### config.mk
export PLATFORM = sky130hd
export DESIGN_NAME = log_unpack
export DESIGN_NICKNAME = d
export VERILOG_FILES = /design/src/rtl/log_pkg.sv /design/src/rtl/log_prienc.sv /design/src/rtl/log_unpack.sv
export SDC_FILE = /design/constraint.sdc
export NUM_CORES = 1
export LEC_CHECK = 0
export CAP_MARGIN = 20
export CORE_MARGIN = 4
export CORE_UTILIZATION = 49
export DETAILED_ROUTE_END_ITERATION = 10
export GPL_ROUTABILITY_DRIVEN = 0
export PLACE_DENSITY = 0.77
export SYNTH_ARGS = -nofsm -noshare
export SYNTH_HDL_FRONTEND = slang
export SYNTH_SLANG_ARGS = --single-unit
### constraint.sdc
create_clock -name clk -period 2.3 [get_ports clk]
set_input_delay 0.575 -clock clk [delete_from_list [all_inputs] [get_ports clk]]
set_output_delay 0.575 -clock clk [all_outputs]
set_load 0.005 [all_outputs]
### src/rtl/log_pkg.sv
// Shared constants and FSM state type for the flag-word unpacker.
// Bit order is selected by LOG_UNPACK_MSB_FIRST_EN (see log_prienc).
package log_pkg;

    localparam int LOG_WIDTH = 16;
    localparam int LOG_IDX_W = 4;

    typedef enum logic {
        IDLE = 1'b0,
        SCAN = 1'b1
    } state_t;

endpackage

### src/rtl/log_prienc.sv
// Combinational priority encoder: picks the next set bit to report and flags a single-bit vector.
// Define LOG_UNPACK_MSB_FIRST_EN to pick the highest set bit instead of the lowest.
module log_prienc
    import log_pkg::*;
#(
    parameter int WIDTH = LOG_WIDTH,
    parameter int IDX_W = LOG_IDX_W
) (
    input  logic [WIDTH-1:0] vec_i,
    output logic [IDX_W-1:0] idx_o,
    output logic             onehot_o
);

    // Later loop iterations win, so the loop direction sets the priority.
    always_comb begin
        idx_o = '0;
`ifdef LOG_UNPACK_MSB_FIRST_EN
        for (int i = 0; i < WIDTH; i++) begin
            if (vec_i[i]) idx_o = IDX_W'(i);
        end
`else
        for (int i = WIDTH - 1; i >= 0; i--) begin
            if (vec_i[i]) idx_o = IDX_W'(i);
        end
`endif
    end

    assign onehot_o = (vec_i != '0) && ((vec_i & (vec_i - WIDTH'(1))) == '0);

endmodule

### src/rtl/log_unpack.sv
// Splits an accepted flag word into one out_idx beat per set bit (inverse of an OR flag merge).
// Emission order follows LOG_UNPACK_MSB_FIRST_EN; default build reports lowest index first.
module log_unpack
    import log_pkg::*;
#(
    parameter int WIDTH = LOG_WIDTH,
    parameter int IDX_W = LOG_IDX_W
) (
    input  logic             clk,
    input  logic             rst_n,
    input  logic             in_valid,
    output logic             in_ready,
    input  logic [WIDTH-1:0] in_word,
    output logic             out_valid,
    input  logic             out_ready,
    output logic [IDX_W-1:0] out_idx,
    output logic             out_last,
    output logic             zero_word,
    output logic             busy
);

    state_t           state_q;
    logic [WIDTH-1:0] shadow_q, shadow_d;
    logic             out_valid_q;
    logic [IDX_W-1:0] out_idx_q;
    logic             out_last_q;
    logic             zero_word_q;

    logic [IDX_W-1:0] enc_idx;
    logic             enc_onehot;

    // The encoder looks at the next shadow value so the beat outputs can be registered.
    always_comb begin
        shadow_d = shadow_q;
        if (state_q == IDLE) begin
            if (in_valid && (in_word != '0)) shadow_d = in_word;
        end else if (out_ready) begin
            shadow_d = shadow_q & ~(WIDTH'(1) << out_idx_q);
        end
    end

    log_prienc #(
        .WIDTH (WIDTH),
        .IDX_W (IDX_W)
    ) u_prienc (
        .vec_i    (shadow_d),
        .idx_o    (enc_idx),
        .onehot_o (enc_onehot)
    );

    always_ff @(posedge clk) begin
        if (!rst_n) begin
            state_q     <= IDLE;
            shadow_q    <= '0;
            out_valid_q <= 1'b0;
            out_idx_q   <= '0;
            out_last_q  <= 1'b0;
            zero_word_q <= 1'b0;
        end else begin
            shadow_q    <= shadow_d;
            zero_word_q <= 1'b0;
            case (state_q)
                IDLE: begin
                    if (in_valid) begin
                        if (in_word != '0) begin
                            state_q     <= SCAN;
                            out_valid_q <= 1'b1;
                            out_idx_q   <= enc_idx;
                            out_last_q  <= enc_onehot;
                        end else begin
                            zero_word_q <= 1'b1;
                        end
                    end
                end
                SCAN: begin
                    if (out_ready) begin
                        if (out_last_q) begin
                            state_q     <= IDLE;
                            out_valid_q <= 1'b0;
                            out_idx_q   <= '0;
                            out_last_q  <= 1'b0;
                        end else begin
                            out_idx_q  <= enc_idx;
                            out_last_q <= enc_onehot;
                        end
                    end
                end
                default: state_q <= IDLE;
            endcase
        end
    end

    assign in_ready  = (state_q == IDLE);
    assign busy      = (state_q == SCAN);
    assign out_valid = out_valid_q;
    assign out_idx   = out_idx_q;
    assign out_last  = out_last_q;
    assign zero_word = zero_word_q;

endmodule

==> reports/qor.csv <==
metric,value,unit
Final period util,111,%
via/cell ratio,7.20,
n_diodes,0,
post-route setup TNS,-0.413,ns
crit path DAT,2.77,ns
# IOs,29,
Setup CP Type,flop to flop,
Synth Area in Adders,0,%
root buf cell,clkbuf_8,
via count,2929,
Max Fclk,0.391,GHz
Worst-Margin Slew,0.538,ns
Final Instance Count excl. Fillers,407,
synthesized instance count,236,
combinational family with the most area after synthesis,compound AO/OA/AOI/OAI gates,
post-route ant nets,0,
Tmin final,2.56,ns
Fin Hold WS,0.554,ns
syn_nets,256,
router iterations before antenna repair,6,
Initial Utilization,50.8,%
Finish-stage setup viols,4,
CP required,2.51,ns
Final Instance Area,0.00327,mm²
count of unique library cells instantiated by Yosys,57,
Clock Path Buffers,2,
layout cells sized above 1,51.3,%
Worst-path clk slew,0.09,ns
wire length per cell,25.3,µm
main flop type after synthesis,dfxtp_1,
TritonCTS Buffers,3,
"Hold Vio Cnt, Final",0,
Rows,22,
Critical Path Fanout Max,6,
Max-cap violations,0,
Yosys top cell by area,dfxtp_1,
Compound-Gate Fraction of Synth Area,36.8,%
simple-gate share of the synthesized area,29.5,%
LEAKAGE,0.00133,µW
Pwr Density,472,mW/mm²
status,finished with violations,
synth warn,0,
Slew HR,64.1,%
"Avg Cell Area, Syn",7.94,µm²
mux contribution to synthesized area,2.94,%
dpl cell area,0.00278,mm²
dpl ws,-0.842,ns
H-tree Lvls,1,
Post-Synth XOR/XNOR Area,0,%
Fill cells,179,
clk sinks,24,
Min-Delay Path Class,flop to flop,
core box area,0.00369,mm²
initial antenna violation count,0,
Post-synth EDFFs,0,
"most common cell after layout, fill and taps aside",buf_4,
vias in the first global route,2629,
Post-Route WL,10.3,mm
Residual DRC,0,
Skew-Pair Late Insertion Delay,0.27,ns
failing checks,setup timing,
RSZ-0062 raised after global routing,yes,
die height,69.8,µm
Mapped Area,0.00187,mm²
Clock Skew,0.00255,ns
hpwl dp,5.44,mm
CTS tree,yes,
first-pass GRT wire length,13.4,mm
final worst slack,-0.258,ns
largest net degree at the start of global routing,25,
sequential share of the synthesized area,25.6,%
Seq cells post-synth,24,
top post-synthesis cells by area,"dfxtp_1 (26%), o21ai_0 (7.5%), nor2b_1 (6.0%)",
maximum vdd drop,456,µV
grt ovf,0,
CP Launch Type,flop,
placed cell count,383,
Synth top area share,25.6,%
Nets,381,
gr usage total,34.0,%
Die Footprint,0.00488,mm²
Die Wd,69.8,µm
Worst setup EP type,flop,
port bufs,28,
most frequent cells in the layout,"buf_4 (95), dfxtp_1 (22), o21ai_0 (21)",
Area Overhead vs Synth,74.5,%
Final Slew Violations,0,
Iter 0 DRT Violations,602,
Async SR Flop Fraction,0,%
[critical path, stage by stage (launching register included)]
cell	delay, ns
dfxtp_2	0.39
buf_4	0.16
buf_4	0.13
nand2b_1	0.27
buf_4	0.23
o21ai_0	0.22
a21oi_1	0.09
a21oi_1	0.15
buf_4	0.15
buf_4	0.13
nand2_1	0.09
nand2_1	0.19
o2111ai_2	0.15
o21ai_1	0.14
[cell type report]
class / count / area [µm²] / share of cell area (%)
Clock buffer: 3 / 41.3 / 1.26
Timing Repair Buffer: 131 / 1070 / 32.7
Inverter: 4 / 15.0 / 0.459
Sequential cell: 24 / 483 / 14.8
Tap cell: 48 / 60.1 / 1.84
Multi-Input combinational cell: 197 / 1600 / 48.9
[worst paths after layout]
| path | cells past startpoint | slack (ns) | start | endpoint |
|---|---|---|---|---|
| min reg2reg | 2 | 0.55 | out_idx[3] | out_idx[3] |
| min | 2 | 0.55 | out_idx[3] | out_idx[3] |
| max | 13 | -0.26 | out_idx[0] | out_last |
| max reg2reg | 13 | -0.26 | out_idx[0] | out_last |
[cell families after synthesis]
kind of cell,Yosys count
AO/OA/AOI/OAI,102
buffers and inverters,16
flip-flops,24
multiplexers,5
AND/OR/NAND/NOR,89
[repair_timing]
item | CTS | global route
gates cloned | 1 | 1
setup buffers | 14 | 5
hold buffers | 0 | 0
setup endpoints to repair | 19 | 5
resized for setup | 90 | 48
pin swaps | 22 | 26
[layer usage]
| layer | vias up | track usage, % | routed length [µm] |
|---|---|---|---|
| met3 | 115 | 7.83 | 1480 |
| met5 | - | 0 | 0 |
| met4 | 0 | 16.4 | 821 |
| li1 | 1161 | - | - |
| met1 | 1315 | 42.2 | 3580 |
| met2 | 338 | 55.1 | 4410 |
[synthesized netlist by cell type, drive strengths merged (4+ instances only)]
master	n
nor2b	18
o21a	4
o31ai	4
nand3	9
nor2	7
a21oi	22
clkbuf	5
o32ai	4
inv	4
and2	5
o211ai	6
nand2	16
nand4	5
nor4	4
a31oi	4
o21ai	31
dfxtp	24
o22ai	6
mux2	4
a2bb2oi	4
or2	4
nor3	7
buf	7
[registers in the layout, summed over array words and instances, names as in the netlist]
| name | cells |
|---|---|
| shadow_q | 16 |
| out_idx | 4 |
| busy | 1 |
| zero_word | 1 |
| out_last | 1 |
| out_valid | 1 |
[through the flow]
| stage | total power [µW] | utilization [%] |
|---|---|---|
| after floorplan | 763 | - |
| after global placement | 1070 | 75.4 |
| after detailed placement | 1080 | 75.4 |
| after CTS | 1390 | 83.6 |
| after global routing | 1580 | 88.7 |
| final | 1540 | 88.7 |
[power by group]
group / internal [µW] / switching (µW)
Combinational: 374 / 417
Clock: 118 / 148
Sequential: 445 / 43.0
Power figures use the tool's default switching activity.
